[src/rtl/ahb_periph_ctrl.sv]
// AHB-Lite zero-wait-state peripheral register block: ID, synchronised
// input port with sticky rising-edge capture and interrupt, general output
// registers, and independent PWM channels with shadowed period/duty.
module ahb_periph_ctrl #(
   parameter int unsigned NUM_OUT  = 4,
   parameter int unsigned NUM_PWM  = 2,
   parameter int unsigned IN_W     = 16,
   parameter int unsigned PWM_W    = 32,
   parameter logic [31:0] ID_VALUE = 32'h1502_0001
) (
   input  logic                   HCLK,
   input  logic                   HRESET,
   input  logic                   HSEL,
   input  logic                   HREADY,
   input  logic [1:0]             HTRANS,
   input  logic [2:0]             HSIZE,
   input  logic                   HWRITE,
   input  logic [11:0]            HADDR,
   input  logic [31:0]            HWDATA,
   output logic                   HREADYOUT,
   output logic                   HRESP,
   output logic [31:0]            HRDATA,
   input  logic [IN_W-1:0]        GPI,
   output logic [NUM_OUT*32-1:0]  OUT_BUS,
   output logic [NUM_PWM-1:0]     PWM_OUT,
   output logic                   IRQ
);

   // Word offsets (HADDR[11:2]) of the register map.
   localparam logic [9:0] A_ID       = 10'h000;
   localparam logic [9:0] A_IN_DATA  = 10'h001;
   localparam logic [9:0] A_IN_EDGE  = 10'h002;
   localparam logic [9:0] A_IRQ_EN   = 10'h003;
   localparam logic [9:0] A_OUT_BASE = 10'h004;
   localparam logic [9:0] A_PWM_BASE = 10'h040;

   // Data-phase state captured from the address phase.
   logic        dp_valid;
   logic        dp_write;
   logic [9:0]  dp_addr;
   logic [3:0]  dp_mask;
   logic [3:0]  ap_mask;
   logic        ap_accept;
   logic        wr_en;
   logic [31:0] wmask;

   // Register storage.
   logic [IN_W-1:0]  sync1, sync2, sync_prev;
   logic [IN_W-1:0]  in_rise, in_edge, in_edge_clr, irq_en;
   logic [31:0]      out_reg    [NUM_OUT];
   logic [PWM_W-1:0] sh_period  [NUM_PWM];
   logic [PWM_W-1:0] sh_duty    [NUM_PWM];
   logic [PWM_W-1:0] act_period [NUM_PWM];
   logic [PWM_W-1:0] act_duty   [NUM_PWM];
   logic [PWM_W-1:0] cnt        [NUM_PWM];
   logic [NUM_PWM-1:0] pwm_zero, pwm_wrap;

   assign HREADYOUT = 1'b1;
   assign HRESP     = 1'b0;

   // NONSEQ (2'b10) or SEQ (2'b11) marks a real transfer.
   assign ap_accept = HSEL && HREADY && ((HTRANS == 2'b10) || (HTRANS == 2'b11));
   assign wr_en     = dp_valid && dp_write;
   assign wmask     = {{8{dp_mask[3]}}, {8{dp_mask[2]}}, {8{dp_mask[1]}}, {8{dp_mask[0]}}};
   assign in_rise   = sync2 & ~sync_prev;

   // Byte-lane mask for the transfer being presented in the address phase.
   always_comb begin
      // NOTE: every always_comb output gets a default first so no path infers a latch.
      ap_mask = 4'b1111;
      case (HSIZE)
         3'd0:    ap_mask = 4'b0001 << HADDR[1:0];
         3'd1:    ap_mask = HADDR[1] ? 4'b1100 : 4'b0011;
         default: ap_mask = 4'b1111;
      endcase
   end

   // Address phase -> data phase pipeline register.
   always_ff @(posedge HCLK) begin
      // NOTE: sequential state uses non-blocking assignments so every flop samples pre-edge values.
      if (HRESET) begin
         dp_valid <= 1'b0;
         dp_write <= 1'b0;
         dp_addr  <= '0;
         dp_mask  <= '0;
      end else begin
         dp_valid <= ap_accept;
         dp_write <= HWRITE;
         dp_addr  <= HADDR[11:2];
         dp_mask  <= ap_mask;
      end
   end

   // Two-flop synchroniser followed by the previous-value flop for edge detect.
   always_ff @(posedge HCLK) begin
      if (HRESET) begin
         sync1     <= '0;
         sync2     <= '0;
         sync_prev <= '0;
      end else begin
         sync1     <= GPI;
         sync2     <= sync1;
         sync_prev <= sync2;
      end
   end

   // W1C clear vector for IN_EDGE from the committing write.
   always_comb begin
      in_edge_clr = '0;
      if (wr_en && (dp_addr == A_IN_EDGE)) in_edge_clr = IN_W'(HWDATA & wmask);
   end

   // Sticky edge flags (a new edge wins over a clear) and the registered interrupt.
   always_ff @(posedge HCLK) begin
      if (HRESET) begin
         in_edge <= '0;
         IRQ     <= 1'b0;
      end else begin
         in_edge <= (in_edge & ~in_edge_clr) | in_rise;
         IRQ     <= |(in_edge & irq_en);
      end
   end

   // Bus-writable registers: IRQ enable, output registers, PWM shadows.
   always_ff @(posedge HCLK) begin
      if (HRESET) begin
         // NOTE: these arrays are small flop banks with a defined reset value, so they are reset like any other register.
         irq_en <= '0;
         for (int i = 0; i < NUM_OUT; i++) out_reg[i] <= '0;
         for (int j = 0; j < NUM_PWM; j++) begin
            sh_period[j] <= '0;
            sh_duty[j]   <= '0;
         end
      end else if (wr_en) begin
         if (dp_addr == A_IRQ_EN)
            irq_en <= IN_W'((32'(irq_en) & ~wmask) | (HWDATA & wmask));
         for (int i = 0; i < NUM_OUT; i++)
            if (dp_addr == A_OUT_BASE + 10'(i))
               out_reg[i] <= (out_reg[i] & ~wmask) | (HWDATA & wmask);
         for (int j = 0; j < NUM_PWM; j++) begin
            if (dp_addr == A_PWM_BASE + 10'(2 * j))
               sh_period[j] <= PWM_W'((32'(sh_period[j]) & ~wmask) | (HWDATA & wmask));
            if (dp_addr == A_PWM_BASE + 10'(2 * j + 1))
               sh_duty[j] <= PWM_W'((32'(sh_duty[j]) & ~wmask) | (HWDATA & wmask));
         end
      end
   end

   // Per-channel wrap and idle detection.
   always_comb begin
      pwm_zero = '0;
      pwm_wrap = '0;
      for (int j = 0; j < NUM_PWM; j++) begin
         pwm_zero[j] = (act_period[j] == '0);
         pwm_wrap[j] = (cnt[j] == act_period[j] - PWM_W'(1));
      end
   end

   // PWM counters: active settings reload from shadows at wrap or while idle.
   always_ff @(posedge HCLK) begin
      if (HRESET) begin
         PWM_OUT <= '0;
         for (int j = 0; j < NUM_PWM; j++) begin
            act_period[j] <= '0;
            act_duty[j]   <= '0;
            cnt[j]        <= '0;
         end
      end else begin
         for (int j = 0; j < NUM_PWM; j++) begin
            if (pwm_zero[j] || pwm_wrap[j]) begin
               act_period[j] <= sh_period[j];
               act_duty[j]   <= sh_duty[j];
            end
            cnt[j]     <= (pwm_zero[j] || pwm_wrap[j]) ? '0 : cnt[j] + PWM_W'(1);
            PWM_OUT[j] <= !pwm_zero[j] && (cnt[j] < act_duty[j]);
         end
      end
   end

   // Read-data mux, valid only during a read data phase.
   always_comb begin
      HRDATA = '0;
      if (dp_valid && !dp_write) begin
         if (dp_addr == A_ID)      HRDATA = ID_VALUE;
         if (dp_addr == A_IN_DATA) HRDATA = 32'(sync2);
         if (dp_addr == A_IN_EDGE) HRDATA = 32'(in_edge);
         if (dp_addr == A_IRQ_EN)  HRDATA = 32'(irq_en);
         for (int i = 0; i < NUM_OUT; i++)
            if (dp_addr == A_OUT_BASE + 10'(i)) HRDATA = out_reg[i];
         for (int j = 0; j < NUM_PWM; j++) begin
            if (dp_addr == A_PWM_BASE + 10'(2 * j))     HRDATA = 32'(sh_period[j]);
            if (dp_addr == A_PWM_BASE + 10'(2 * j + 1)) HRDATA = 32'(sh_duty[j]);
         end
      end
   end

   for (genvar g = 0; g < NUM_OUT; g++) begin : g_out
      assign OUT_BUS[32*g +: 32] = out_reg[g];
   end

endmodule

[config.mk]
export PLATFORM = sky130hd
export DESIGN_NAME = ahb_periph_ctrl
export DESIGN_NICKNAME = d
export VERILOG_FILES = /design/src/rtl/ahb_periph_ctrl.sv
export SDC_FILE = /design/constraint.sdc
export NUM_CORES = 1
export LEC_CHECK = 0
export BUFFER_PORTS_ARGS = -buffer_cell sky130_fd_sc_hd__buf_2
export CAP_MARGIN = 40
export CELL_PAD_IN_SITES_DETAIL_PLACEMENT = 1
export CELL_PAD_IN_SITES_GLOBAL_PLACEMENT = 2
export CORE_MARGIN = 2
export CORE_UTILIZATION = 43
export CTS_BUF_LIST = sky130_fd_sc_hd__clkbuf_4 sky130_fd_sc_hd__clkbuf_8 sky130_fd_sc_hd__clkbuf_16
export CTS_CLUSTER_DIAMETER = 100
export DETAILED_ROUTE_END_ITERATION = 16
export GPL_TIMING_DRIVEN = 1
export PLACE_DENSITY = 0.85
export SYNTH_ARGS = -nofsm -noshare
export SYNTH_HDL_FRONTEND = slang
export SYNTH_SLANG_ARGS = --single-unit
[constraint.sdc]
create_clock -name HCLK -period 7.5 [get_ports HCLK]
set_input_delay 1.5 -clock HCLK [delete_from_list [all_inputs] [get_ports HCLK]]
set_output_delay 1.5 -clock HCLK [all_outputs]
set_load 0.03 [all_outputs]
==> flow_summary.yaml <==
detailed_routing:
  viasPerCell: 6.00
  num_vias: 23600
  drt_first_pass_iters: 8
  ant_nets: 0
  routed_wl_um: 102000
  routedWlPerCell_um: 26.0
  drt-initial-drc-count: 2182
  drcViolationCount: 0
critical_path:
  worstPathRequired_ns: 6.00
  r2r_cells: 8
  setup.worst_path.class: "flop to output pin"
  worstPathArrival_ns: 4.28
  cp-start-kind: "flop"
  critPathMaxFanout: 20
  r2r_start: "act_period[0][40]"
  r2r_end: "act_period[0][39]"
  end_kind: "output pin"
  rrSetupSlack_ns: 2.64
clock_tree:
  htreeDepth: 2
  clockBufferDepth: 3
  cts-buffers-inserted: 61
  clock_latency_ns: 0.68
  postCtsSetupBuffers: 0
  cts_root_buf: "clkbuf_16"
  ctsResizeCount: 0
  cts_tree: "built"
  holdBufCountCts: 0
  clk_pin_slew_ns: 0.06
  clkSinkCount: 547
sta:
  grt_setup_unrepaired: "false"
  setup_violations: 0
  fin_setup_tns_ns: 0
  relSlewSlack: 0.332
  period_minus_slack_ns: 5.78
  tightest_slew_ns: 1.00
  fin_skew_ns: 0.0486
  timing.final.max_slew_violations: 0
  hold_viol: 0
  fmax_mhz: 173
  fin_crit_sh: 0.770
synth:
  synth-seq-cells: 547
  synthCells: 2873
  synth_edf_count: 384
  synth_area_um2: 29100
  synthTopCellsByArea: "edfxtp_1 40%, dfxtp_1 11%, a21oi_1 6.0%"
  async_flop_share: 0
  ys_types: 81
  ys.flop_type: "edfxtp_1"
  yosys.area.top_type: "edfxtp_1"
  syn_avg_cell_area_um2: 10.1
  syn_nets: 3011
  ys_warn_count: 0
  seq_area_frac_synth: 0.508
  synth_top_area_frac: 0.396
place:
  gp_congestion: 0.914
  io_buffers: 231
  hpwlAfterDp_um: 72100
global_route:
  overflow: 0
  antenna_found_initial: 1
  grt_pass1_vias: 24000
  grt_util_all_layers: 0.288
  grt_pass1_wl_um: 154000
  grt_max_degree: 161
finish:
  diodes: 0
  multi_input_area_um2: 13300
  drive_above_1_share: 0.180
  largest_reg_flops: 128
  final_common_cell: "edfxtp_1"
  syn2layout_area_growth_pct: 14.2
  fillers: 7430
  final_cell_mix: "384 x edfxtp_1, 349 x a21oi_1, 276 x nand2b_1, 242 x nand2_1, 232 x buf_2"
  nNetsFinal: 3154
  regArea_um2: 14800
min_path:
  min_from: "sync1[1]"
  min_path_type: "flop to flop"
  min_path_cells: 1
  hold_path_end: "sync2[1]"
die:
  die_h_um: 264
  core_area_um2: 67200
  initial_core_util: 0.434
  die_x_um: 264
  io_pins: 235
  die_area_um2: 69800
  fp-row-count: 95
pwr:
  powerDensity_nw_per_um2: 216
  vdd_drop_max_v: 0.000208
  p_total_w: 0.00719
  power.leakage_nw: 12.5
job:
  maxCapViolCount: 0
outcome:
  status: "finished clean"
[metal layers]
layer  part of all wire  up-vias  global-route usage  routed length, um
met5            0.00013        -                   0                 13
met4              0.037        2               0.104               3740
met3              0.074      171              0.0497               7580
met2               0.47      878               0.469              48100
met1               0.42    12000               0.387              43000
li1                   -    10600                   -                  -
[where the power goes]
part / switching (W) / total [W] / internal, W
Sequential: 0.000104 / 0.00342 / 0.00332
Clock: 0.00133 / 0.00318 / 0.00186
Combinational: 0.000401 / 0.000586 / 0.000185
[cell type report]
| class | count | area share |
|---|---|---|
| Clock buffer | 77 | 0.0511 |
| Clock inverter | 39 | 0.0131 |
| Inverter | 89 | 0.0101 |
| Multi-Input combinational cell | 2039 | 0.399 |
| Sequential cell | 547 | 0.445 |
| Tap cell | 873 | 0.0328 |
| Timing Repair Buffer | 278 | 0.0482 |
[stage by stage]
step / util / worst slack, ns / cell area (um2) / hold WS [ns] / std cells
finish: 0.495 / 1.72 / 33300 / 0.436 / 3942
global route: 0.495 / 1.50 / 33300 / 0.449 / 3942
CTS: 0.495 / 1.70 / 33300 / 0.442 / 3942
detailed placement: 0.463 / 2.47 / 31100 / 0.431 / 3826
global placement: 0.461 / 2.08 / 31000 / 0.422 / 3817
floorplan: - / 2.65 / 29100 / 0.414 / 2873
[worst max path at each step]
stage / startpoint / end / slack (ns) / cells after the start
after floorplan: act_period[0][40] / act_duty[0][32] / 2.65 / 12
after global placement: dp_addr[5] / HRDATA[11] / 2.08 / 8
after detailed placement: dp_addr[6] / HRDATA[12] / 2.47 / 6
after CTS: dp_addr[2] / HRDATA[29] / 1.70 / 9
after global routing: dp_addr[2] / HRDATA[29] / 1.50 / 9
final: dp_addr[2] / HRDATA[29] / 1.72 / 9
[worst max-delay path, cell delays in order, from the launching register on]
cell and delay, ns:
dfxtp_1 0.30, buf_4 0.20, inv_1 0.61, nand4_1 0.75
nor2_1 0.85, a22oi_1 0.14, nand3_1 0.15, o21ai_0 0.13
a21oi_1 0.22, buf_2 0.24
[synth_stat cells, types with 11 or more instances]
cell type / number
a21oi_1: 349
and3_1: 46
inv_1: 89
nand2_1: 246
mux4_2: 17
buf_1: 11
a22oi_1: 23
a21o_1: 32
nand2b_1: 277
ha_1: 68
nor2_1: 140
a211oi_1: 18
a221oi_1: 16
nand4_1: 41
nor3_1: 29
o211ai_1: 23
mux2i_1: 36
o21ai_0: 95
edfxtp_1: 384
clkbuf_1: 153
mux2_2: 18
dfxtp_1: 163
nor4_1: 30
o22ai_1: 11
or4_1: 15
nand3_1: 54
a21oi_2: 89
nor2b_1: 80
a31oi_1: 11
buf_2: 19
xnor2_1: 72
xor2_1: 62
or3_1: 12
[logic make-up (layout without fill, tap and decap cells)]
logic type                 count (synthesis)  after routing  share of synthesized area
and+or+nand+nor                         1031           1031                      0.190
adders and majority gates                 68             68                     0.0292
other                                      2              2                   0.000258
buffers and inverters                    287            483                     0.0410
DFF                                      547            547                      0.508
xor gates and xnor gates                 134            134                     0.0403
muxes                                     71             71                     0.0325
AOI/OAI and AO/OA                        733            733                      0.158
Power figures use the tool's default switching activity.
